File: config.mk
export PLATFORM = sky130hd
export DESIGN_NAME = dino_game_sequencer
export DESIGN_NICKNAME = d
export VERILOG_FILES = /design/src/rtl/dino_pkg.sv /design/src/rtl/dino_btn_sync.sv /design/src/rtl/dino_game_sequencer.sv
export SDC_FILE = /design/constraint.sdc
export NUM_CORES = 1
export LEC_CHECK = 0
export ABC_AREA = 1
export BUFFER_PORTS_ARGS = -buffer_cell sky130_fd_sc_hd__buf_2
export CAP_MARGIN = 10
export CORE_UTILIZATION = 30
export CTS_CLUSTER_DIAMETER = 150
export DETAILED_ROUTE_END_ITERATION = 7
export REMOVE_ABC_BUFFERS = 1
export SLEW_MARGIN = 20
export SYNTH_ARGS = -nofsm -noshare
export SYNTH_HDL_FRONTEND = slang
export SYNTH_HIERARCHICAL = 1
export SYNTH_SLANG_ARGS = --single-unit
File: constraint.sdc
create_clock -name clk_in -period 2 [get_ports clk_in]
set_clock_uncertainty 0.2 [all_clocks]
set_input_delay 0.1 -clock clk_in [delete_from_list [all_inputs] [get_ports clk_in]]
set_output_delay 0.1 -clock clk_in [all_outputs]
set_load 0.02 [all_outputs]
File: src/rtl/dino_pkg.sv
// Shared types and constants for the dinosaur game-flow controller:
// player state encoding, obstacle type codes, seven-segment glyph codes
// and the three-glyph words shown in each state.
package dino_pkg;

    typedef enum logic [2:0] {
        ST_IDLE = 3'd0,
        ST_RUN  = 3'd1,
        ST_JUMP = 3'd2,
        ST_DUCK = 3'd3,
        ST_OVER = 3'd4
    } dino_state_t;

    localparam logic OBS_LOW  = 1'b0;   // cleared by jumping
    localparam logic OBS_HIGH = 1'b1;   // cleared by ducking

    localparam logic [3:0] G_S     = 4'h0;
    localparam logic [3:0] G_T     = 4'h1;
    localparam logic [3:0] G_P     = 4'h2;
    localparam logic [3:0] G_J     = 4'h3;
    localparam logic [3:0] G_U     = 4'h4;
    localparam logic [3:0] G_M     = 4'h5;
    localparam logic [3:0] G_L     = 4'h6;
    localparam logic [3:0] G_O     = 4'h7;
    localparam logic [3:0] G_W     = 4'h8;
    localparam logic [3:0] G_E     = 4'h9;
    localparam logic [3:0] G_N     = 4'hA;
    localparam logic [3:0] G_D     = 4'hB;
    localparam logic [3:0] G_BLANK = 4'hF;

    localparam logic [11:0] WORD_STOP = {G_S, G_T, G_P};
    localparam logic [11:0] WORD_RUN  = {G_BLANK, G_BLANK, G_BLANK};
    localparam logic [11:0] WORD_JUMP = {G_J, G_U, G_M};
    localparam logic [11:0] WORD_DUCK = {G_L, G_O, G_W};
    localparam logic [11:0] WORD_OVER = {G_E, G_N, G_D};

    // Glyph word for the display in a given state.
    function automatic logic [11:0] state_word(input dino_state_t st);
        logic [11:0] w;
        w = WORD_STOP;
        case (st)
            ST_IDLE: w = WORD_STOP;
            ST_RUN:  w = WORD_RUN;
            ST_JUMP: w = WORD_JUMP;
            ST_DUCK: w = WORD_DUCK;
            ST_OVER: w = WORD_OVER;
            default: w = WORD_STOP;
        endcase
        return w;
    endfunction

    // One-hot LED pattern {over, duck, jump, run, stop}.
    function automatic logic [4:0] state_leds(input dino_state_t st);
        logic [4:0] l;
        l = 5'b00001;
        case (st)
            ST_IDLE: l = 5'b00001;
            ST_RUN:  l = 5'b00010;
            ST_JUMP: l = 5'b00100;
            ST_DUCK: l = 5'b01000;
            ST_OVER: l = 5'b10000;
            default: l = 5'b00001;
        endcase
        return l;
    endfunction

endpackage

File: src/rtl/dino_btn_sync.sv
// Two-flop synchronizer for an asynchronous push button followed by a
// rising-edge detector producing a single-cycle pulse per press.
module dino_btn_sync (
    input  logic clk_in,
    input  logic reset_n,
    input  logic i_btn,
    output logic o_pulse
);

    logic r_sync1;
    logic r_sync2;
    logic r_sync_d;

    // Synchronize the button and keep one delayed copy for edge detection.
    always_ff @(posedge clk_in) begin
        if (!reset_n) begin
            r_sync1  <= 1'b0;
            r_sync2  <= 1'b0;
            r_sync_d <= 1'b0;
        end else begin
            r_sync1  <= i_btn;
            r_sync2  <= r_sync1;
            r_sync_d <= r_sync2;
        end
    end

    assign o_pulse = r_sync2 & ~r_sync_d;

endmodule

File: src/rtl/dino_game_sequencer.sv
// Game-flow controller for the dinosaur board: divided game tick, button
// arbitration, obstacle handshake, saturating score and display word.
// Define DINO_HISCORE_EN to keep a best-score register; otherwise hiscore
// is tied to zero.
//
//  state | meaning
//  IDLE  | stopped, "STP" shown, waiting for start
//  RUN   | running, display blank, jump/duck accepted
//  JUMP  | airborne for JUMP_TICKS ticks, clears low obstacles
//  DUCK  | ducking for DUCK_TICKS ticks, clears high obstacles
//  OVER  | game over, "END" shown, start returns to IDLE
module dino_game_sequencer
    import dino_pkg::*;
#(
    parameter int TICK_DIV   = 20000000,
    parameter int JUMP_TICKS = 4,
    parameter int DUCK_TICKS = 4
) (
    input  logic        clk_in,
    input  logic        reset_n,
    input  logic        btn_start,
    input  logic        btn_jump,
    input  logic        btn_duck,
    input  logic        obs_valid,
    input  logic        obs_type,
    output logic        obs_ack,
    output logic        game_tick,
    output logic [2:0]  state_o,
    output logic [3:0]  score,
    output logic [3:0]  hiscore,
    output logic [11:0] i_select,
    output logic        led_stop,
    output logic        led_run,
    output logic        led_jump,
    output logic        led_duck,
    output logic        led_over
);

    logic [26:0]  r_tick_cnt;
    logic         r_game_tick;
    logic         r_pend_start;
    logic         r_pend_jump;
    logic         r_pend_duck;
    dino_state_t  r_state;
    logic [3:0]   r_timer;
    logic [3:0]   r_score;
    logic         r_obs_ack;
    logic [11:0]  r_select;
    logic [4:0]   r_leds;

    logic         w_edge_start;
    logic         w_edge_jump;
    logic         w_edge_duck;
    dino_state_t  w_state_nxt;
    logic [3:0]   w_timer_nxt;
    logic [3:0]   w_score_nxt;
    logic         w_ack_nxt;
    logic         w_obs_match;

    dino_btn_sync u_sync_start (.clk_in(clk_in), .reset_n(reset_n), .i_btn(btn_start), .o_pulse(w_edge_start));
    dino_btn_sync u_sync_jump  (.clk_in(clk_in), .reset_n(reset_n), .i_btn(btn_jump),  .o_pulse(w_edge_jump));
    dino_btn_sync u_sync_duck  (.clk_in(clk_in), .reset_n(reset_n), .i_btn(btn_duck),  .o_pulse(w_edge_duck));

    // Tick divider: strobe for one cycle after the counter wraps.
    always_ff @(posedge clk_in) begin
        if (!reset_n) begin
            r_tick_cnt  <= 27'd0;
            r_game_tick <= 1'b0;
        end else if (r_tick_cnt == 27'(TICK_DIV - 1)) begin
            r_tick_cnt  <= 27'd0;
            r_game_tick <= 1'b1;
        end else begin
            r_tick_cnt  <= r_tick_cnt + 27'd1;
            r_game_tick <= 1'b0;
        end
    end

    // Sticky press flags; a tick consumes them, but an edge landing on the
    // tick cycle itself was not seen by that tick and is kept.
    always_ff @(posedge clk_in) begin
        if (!reset_n) begin
            r_pend_start <= 1'b0;
            r_pend_jump  <= 1'b0;
            r_pend_duck  <= 1'b0;
        end else if (r_game_tick) begin
            r_pend_start <= w_edge_start;
            r_pend_jump  <= w_edge_jump;
            r_pend_duck  <= w_edge_duck;
        end else begin
            r_pend_start <= r_pend_start | w_edge_start;
            r_pend_jump  <= r_pend_jump  | w_edge_jump;
            r_pend_duck  <= r_pend_duck  | w_edge_duck;
        end
    end

    assign w_obs_match = ((r_state == ST_JUMP) && (obs_type == OBS_LOW)) ||
                         ((r_state == ST_DUCK) && (obs_type == OBS_HIGH));

    // Next-state decision, evaluated only on tick cycles; a mismatched
    // obstacle overrides any button or timer transition.
    always_comb begin
        w_state_nxt = r_state;
        w_timer_nxt = r_timer;
        w_score_nxt = r_score;
        w_ack_nxt   = 1'b0;
        if (r_game_tick) begin
            case (r_state)
                ST_IDLE: begin
                    if (r_pend_start) begin
                        w_state_nxt = ST_RUN;
                        w_score_nxt = 4'd0;
                    end
                end
                ST_RUN: begin
                    if (obs_valid) begin
                        w_ack_nxt   = 1'b1;
                        w_state_nxt = ST_OVER;
                    end else if (r_pend_jump) begin
                        w_state_nxt = ST_JUMP;
                        w_timer_nxt = 4'(JUMP_TICKS - 1);
                    end else if (r_pend_duck) begin
                        w_state_nxt = ST_DUCK;
                        w_timer_nxt = 4'(DUCK_TICKS - 1);
                    end
                end
                ST_JUMP, ST_DUCK: begin
                    if (r_timer == 4'd0) begin
                        w_state_nxt = ST_RUN;
                    end else begin
                        w_timer_nxt = r_timer - 4'd1;
                    end
                    if (obs_valid) begin
                        w_ack_nxt = 1'b1;
                        if (w_obs_match) begin
                            w_score_nxt = (r_score == 4'hF) ? 4'hF : r_score + 4'd1;
                        end else begin
                            w_state_nxt = ST_OVER;
                        end
                    end
                end
                ST_OVER: begin
                    if (r_pend_start) begin
                        w_state_nxt = ST_IDLE;
                    end
                end
                default: w_state_nxt = ST_IDLE;
            endcase
        end
    end

    // State register with display word and LEDs registered alongside it.
    always_ff @(posedge clk_in) begin
        if (!reset_n) begin
            r_state   <= ST_IDLE;
            r_timer   <= 4'd0;
            r_score   <= 4'd0;
            r_obs_ack <= 1'b0;
            r_select  <= WORD_STOP;
            r_leds    <= 5'b00001;
        end else begin
            r_state   <= w_state_nxt;
            r_timer   <= w_timer_nxt;
            r_score   <= w_score_nxt;
            r_obs_ack <= w_ack_nxt;
            r_select  <= state_word(w_state_nxt);
            r_leds    <= state_leds(w_state_nxt);
        end
    end

`ifdef DINO_HISCORE_EN
    logic [3:0] r_hiscore;

    // Capture the best score on the tick that ends a game.
    always_ff @(posedge clk_in) begin
        if (!reset_n) begin
            r_hiscore <= 4'd0;
        end else if (r_game_tick && (w_state_nxt == ST_OVER) && (r_state != ST_OVER) &&
                     (r_score > r_hiscore)) begin
            r_hiscore <= r_score;
        end
    end

    assign hiscore = r_hiscore;
`else
    assign hiscore = 4'h0;
`endif

    assign obs_ack   = r_obs_ack;
    assign game_tick = r_game_tick;
    assign state_o   = r_state;
    assign score     = r_score;
    assign i_select  = r_select;
    assign led_stop  = r_leds[0];
    assign led_run   = r_leds[1];
    assign led_jump  = r_leds[2];
    assign led_duck  = r_leds[3];
    assign led_over  = r_leds[4];

endmodule

==> results of run 1 <==
[report_power, final]
| group | internal, µW | switching, µW |
|---|---|---|
| logic | 42.8 | 58.7 |
| registers | 1310 | 10.5 |
| clock network | 861 | 498 |
| total | 2210 | 567 |
[flip-flops by register name, summed over array words and instances (netlist names)]
name / count
r_pend_jump: 1
u_sync_start/r_sync2: 1
u_sync_start/r_sync1: 1
r_pend_duck: 1
r_timer: 4
r_leds: 5
u_sync_jump/r_sync1: 1
u_sync_duck/r_sync_d: 1
r_tick_cnt: 27
score: 4
game_tick: 1
u_sync_jump/r_sync_d: 1
u_sync_start/r_sync_d: 1
i_select: 8
r_pend_start: 1
obs_ack: 1
state_o: 3
u_sync_jump/r_sync2: 1
u_sync_duck/r_sync1: 1
u_sync_duck/r_sync2: 1
[worst max-delay path, delay by kind of cell (launching register included)]
kind                   cells  cell delay (ns)
buffers and inverters      1             0.17
DFF                        1             0.38
and+or+nand+nor            7             1.01
[routing by layer]
metal	part of all wire, %	GRT usage, %	vias to the layer above
li1	-	-	1382
met4	2.1	5.84	0
met2	47	21.3	57
met5	0	0	-
met3	4.2	3.31	9
met1	46	14.7	1189
[cell usage after synthesis, drive strengths merged]
cell	count	share of area [%]
a211oi	2	0.48
a21oi	22	4.3
a31oi	3	0.59
and3	1	0.36
buf	11	3.0
clkbuf	1	0.16
clkinv	2	0.24
conb	1	0.12
dfxtp	65	41
ha	4	1.6
inv	66	7.8
nand2	85	12
nand3	17	4.0
nand3b	2	0.48
nand4	14	3.0
nor2	58	8.8
nor3	18	3.0
nor3b	5	1.8
nor4	5	0.99
o21a	1	0.24
o21ai	10	1.7
o21bai	1	0.59
or2	5	0.99
xnor2	1	0.28
xor2	8	2.2
[layout make-up]
type	instances	area, µm²
Inverter	68	255
Multi-Input combinational cell	267	1540
Fill cell	1080	6480
Sequential cell	65	1300
Clock buffer	11	141
Timing Repair Buffer	45	283
Clock inverter	5	103
Tap cell	136	170
[cells by family (layout without fill, tap and decap cells)]
| family | count (synthesis) | count (layout) | share of synthesized area, % |
|---|---|---|---|
| flip-flops | 65 | 65 | 41.2 |
| AO/OA/AOI/OAI | 39 | 39 | 7.92 |
| buffers and inverters | 80 | 129 | 11.2 |
| other | 1 | 4 | 0.119 |
| XOR/XNOR | 9 | 9 | 2.50 |
| adder cells (fa/ha/maj) | 4 | 4 | 1.58 |
| AND/OR/NAND/NOR | 210 | 211 | 35.5 |
[timing repair]
action,4_1_cts,5_1_grt
resized for setup,0,4
hold endpoints to repair,7,0
setup endpoints to repair,0,14
setup buffers,0,2
hold buffers,5,0
[stage by stage]
step	area (µm²)	hold slack (ns)
final	3790	0.0633
after global routing	3790	0.113
after CTS	3750	0.0546
after detailed placement	3460	0.0904
after global placement	3460	0.0862
after floorplan	3070	-0.00655
[path summary, 6_finish.rpt]
path / to / slack [ns] / cells after the start
setup reg to reg: r_tick_cnt[23] / 0.12 / 8
setup / recovery: r_tick_cnt[23] / 0.12 / 8
hold reg to reg: u_sync_jump/r_sync2 / 0.21 / 2
hold / removal: score[3] / 0.06 / 6
==> impl_metrics.csv, run 1 <==
group,metric,value,unit
min_path,timing.hold.worst.class,"primary input to flip-flop",
worst_setup_path,crit_arrival,1.90,ns
clock_network,clock_latency,0.34,ns
synth,netlist_instances,408,
worst_setup_path,critical_path.reg2reg.startpoint,"r_tick_cnt[0]",
routing,wire_per_inst,10.9,µm
power_and_ir_drop,cellPowerDensity,733,mW/mm²
min_path,worstHoldStart,"obs_type",
clock_network,clock_tree.buffer_depth,2,
place,gpl.final_weighted_congestion,0.864,
power_and_ir_drop,vdd.ir_drop.worst,0.289,mV
floorplanning,die_w,105,µm
routing,detailroute.via_count,2637,
sta,fin_crit_sh,93.9,%
synth,syn_area_per_cell,7.74,µm²
grt,grt_start_max_net_pins,17,
floorplanning,num_io_pins,37,
sta,clock.fmax,0.533,GHz
grt,groute.usage.overall,12.6,%
clock_network,htreeDepth,3,
floorplanning,floorplan.initialDensity,30.7,%
power_and_ir_drop,post-layout-total-power,2780,µW
worst_setup_path,path_cells,"buf_4 > nand3_2 > nor2_4 > nand3_1 > nor2_2 > nand2_1 > nor3_1 > nor3b_2",
clock_network,clkTransAtPathRegs,0.07,ns
layout,final_layout_size_suffix_gt1_share,24.9,%
sta,final.setup.tns,0,ns
layout,diode_count,0,
layout,nNetsFinal,467,
sta,timing.final.setup_violations,0,
worst_setup_path,setup.worst_path.start,"r_tick_cnt[0]",
layout,postLayoutCoreUtil,36.9,%
routing,drtIter0Drc,143,
clock_network,cts_tree,"yes",
place,placedCellCount,573,
worst_setup_path,path_max_fanout,5,
grt,first_global_vias,2481,
clock_network,cts_sinks,65,
worst_setup_path,end_kind,"flip-flop",
sta,hold_viol,0,
synth,synth_register_bits,65,
sta,fin_crit,1.88,ns
worst_setup_path,timing.critical_path.required,2.03,ns
routing,drt.antenna.violating_nets,0,
place,pre_cts_slack,0.0482,ns
grt,antenna_found_initial,0,
floorplanning,floorplan.die_area,0.0109,mm²
routing,route.final.wire_length,6510,µm
layout,layout_common_cells,"67 x nand2_1, 64 x dfxtp_1, 59 x inv_1",
place,hpwl,4750,µm
layout,layout.cells.most_common,"nand2_1",
sta,maxSlewViolCount,0,
floorplanning,coreArea,0.0103,mm²
synth,sequential_to_total_area_share_from_yosys_stat,41.2,%
worst_setup_path,critPathKind,"flip-flop to flip-flop",
routing,via_per_inst,4.42,
routing,route.detailed.drc,0,
run,cap_violations,0,
synth,post_synth_instance_area,0.00316,mm²
place,buffer_ports.inserted,32,
layout,final_cell_count_no_fill,597,
routing,number_of_iterations_in_the_first_detailed_routing_pass,4,
sta,fin_ws,0.123,ns
clock_network,cts_bufs_inserted,9,
synth,synth.lib_cells_used.distinct,42,
layout,area_added_between_synthesis_and_finish,20.1,%
worst_setup_path,startpoint_class,"flip-flop",
floorplanning,fp.dieH,105,µm
outcome,run_status,"completed",
clock_network,ctsRootBufferMaster,"clkbuf_8",
worst_setup_path,critical_path.max_stage_delay,0.38,ns
worst_setup_path,timing.critical_path.slowest_stage_cell,"dfxtp_1",
grt,global_route.overflow_total,0,
floorplanning,num_rows,37,
grt,grt_pass1_wl,11100,µm
power_and_ir_drop,power_leakage,0.00161,µW
synth,yosysWarningCount,6,
(Power assumes the default switching activity.)
==> inputs of run 2 (changes only) <==
clock period = 2.4 ns   (was 2 ns; I/O delays follow)
==> run 2 against run 1 <==
  * Hold slack improved by 0.035 ns
  * Critical path depth increased by 1
  * Cell count decreased by 1.2%
  * Combinational power decreased by 31%
  * Flip-flop and latch count unchanged
  * Fmax decreased by 8.6%
  * Routed wire length decreased by 4.6%
  * Core utilization decreased by 1.4 points
  * Sequential power decreased by 17%
  * First-iteration DRC count decreased by 29%
  * Critical endpoint is now r_tick_cnt[11]
  * Largest cell class unchanged
  * Highest routed layer unchanged
==> impl_metrics.csv, run 2 (same netlist as run 1, synthesis figures left out) <==
group,metric,value,unit
worst_setup_path,timing.critical_path.slowest_stage_cell,"dfxtp_1",
worst_setup_path,critical_path_cell_count,9,
floorplanning,coreArea,0.0103,mm²
sta,final.setup.tns,0,ns
grt,grt_start_max_net_pins,28,
layout,layout_common_cells,"67 x nand2_1, 65 x dfxtp_1, 59 x inv_1",
clock_network,clock_latency,0.33,ns
grt,groute.usage.overall,12.3,%
grt,first_global_vias,2509,
power_and_ir_drop,cellPowerDensity,549,mW/mm²
grt,grt_pass1_wl,10900,µm
run,cap_violations,0,
floorplanning,num_io_pins,37,
floorplanning,fp.dieH,105,µm
routing,via_per_inst,4.44,
routing,number_of_iterations_in_the_first_detailed_routing_pass,5,
routing,detailroute.via_count,2620,
sta,fin_ws,0.347,ns
worst_setup_path,critical_path.max_stage_delay,0.42,ns
routing,drt.antenna.violating_nets,0,
worst_setup_path,reg2reg_depth,9,
worst_setup_path,end_kind,"flip-flop",
sta,fin_crit_sh,85.5,%
layout,area_added_between_synthesis_and_finish,15.5,%
layout,layout.cells.most_common,"nand2_1",
sta,hold_viol,0,
power_and_ir_drop,vdd.ir_drop.worst,0.212,mV
worst_setup_path,timing.critical_path.required,2.43,ns
clock_network,clkTransAtPathRegs,0.07,ns
worst_setup_path,path_max_fanout,27,
place,gpl.final_weighted_congestion,0.862,
floorplanning,floorplan.initialDensity,30.7,%
routing,wire_per_inst,10.5,µm
worst_setup_path,startpoint_class,"flip-flop",
layout,most_flops_register,"r_tick_cnt",
power_and_ir_drop,post-layout-total-power,2000,µW
sta,clock.fmax,0.487,GHz
clock_network,postCtsResizedCells,0,
floorplanning,floorplan.die_area,0.0109,mm²
sta,maxSlewViolCount,0,
worst_setup_path,path_buf_inv,1,
clock_network,cts_hold_buf,5,
place,buffer_ports.inserted,32,
routing,route.detailed.drc,0,
worst_setup_path,crit_arrival,2.08,ns
place,pre_cts_slack,0.336,ns
layout,diode_count,0,
sta,timing.final.setup_violations,0,
min_path,timing.hold.worst.class,"primary input to flip-flop",
layout,largest_reg_flops,27,
worst_setup_path,cell_family_with_most_cp_delay,"simple AND/OR/NAND/NOR gates",
floorplanning,num_rows,37,
worst_setup_path,reg2reg_setup_slack,0.35,ns
worst_setup_path,critical_path.reg2reg.startpoint,"r_tick_cnt[0]",
clock_network,ctsRootBufferMaster,"clkbuf_8",
grt,global_route.overflow_total,0,
sta,rsz0062_at_grt,"false",
clock_network,cts_tree,"yes",
worst_setup_path,path_cells,"ha_1 > nand2_2 > nor2_4 > nand3_2 > inv_2 > nand4_2 > nand2_4 > nor2_1 > o21a_1",
clock_network,htreeDepth,3,
worst_setup_path,endpoint_of_the_worst_setup_timing_path,"r_tick_cnt[11]",
sta,fin_crit,2.05,ns
routing,drtIter0Drc,101,
clock_network,cts_bufs_inserted,9,
clock_network,cts_sinks,65,
floorplanning,die_w,105,µm
layout,final_layout_size_suffix_gt1_share,23.3,%
clock_network,post_cts_buffers,0,
routing,route.final.wire_length,6210,µm
worst_setup_path,setup.worst_path.start,"r_tick_cnt[0]",
worst_setup_path,critPathKind,"flip-flop to flip-flop",
place,hpwl,4670,µm
worst_setup_path,critical_path.reg2reg.endpoint,"r_tick_cnt[11]",
layout,nNetsFinal,460,
outcome,run_status,"completed",
power_and_ir_drop,power_leakage,0.00154,µW
sta,fin_worst_hold_slack,0.0983,ns
grt,antenna_found_initial,0,
clock_network,clock_tree.buffer_depth,2,
==> run 2: changes by cell type in the layout (fill, tap and decap cells not counted), sizes merged <==
| cell | previous run | this run |
|---|---|---|
| bufinv | 3 | 0 |
| clkinvlp | 1 | 2 |
| buf | 40 | 34 |
| nand2 | 86 | 85 |
| clkinv | 3 | 5 |
==> run 2: tightest hold or removal path, cell delays in order <==
cell     delay (ns)
buf_2          0.09
nand2_1        0.08
nand3_4        0.09
nand2_2        0.06
nand4_1        0.08
a21oi_1        0.06
==> run 2: worst min-delay path by stage <==
| stage | startpoint | to | slack [ns] | cells after the start |
|---|---|---|---|---|
| global route | obs_type | score[3] | 0.14 | 6 |
| finish | obs_type | score[3] | 0.1 | 6 |
| floorplan | reset_n | u_sync_duck/r_sync1 | 0.01 | 2 |
| CTS | obs_type | score[3] | 0.08 | 6 |
| global placement | btn_duck | u_sync_duck/r_sync1 | 0.11 | 3 |
| detailed placement | btn_duck | u_sync_duck/r_sync1 | 0.11 | 3 |
==> run 2: through the flow <==
stage | utilization (%) | cell area (µm²) | std cells
floorplan | - | 3070 | 399
global placement | 33.2 | 3420 | 569
detailed placement | 33.2 | 3420 | 569
CTS | 35.5 | 3650 | 590
global route | 35.5 | 3650 | 590
finish | 35.5 | 3650 | 590
==> run 2: area by class of cell <==
| type | count | area [µm²] |
|---|---|---|
| timing repair buffer | 39 | 225 |
| clock buffer | 11 | 151 |
| multi-input combinational | 266 | 1520 |
| clock inverter | 5 | 30.0 |
| tap | 136 | 170 |
| inverter | 68 | 255 |
| sequential | 65 | 1300 |
| fill | 1102 | 6630 |
==> run 2: where the power goes <==
part           leakage (µW)  internal [µW]  total [µW]  switching, µW
sequential         0.000526           1090        1100           8.69
combinational      0.000926           26.6        69.2           42.6
clock             0.0000911            425         834            408
total               0.00154           1540        2000            460
==> run 2: routing by layer <==
layer | vias to the layer above | GRT usage, % | routed length [µm]
met5 | - | 0 | 0
met4 | 0 | 4.63 | 51
met3 | 4 | 4.43 | 229
met2 | 46 | 21.1 | 3030
met1 | 1201 | 14.0 | 2900
li1 | 1369 | - | -
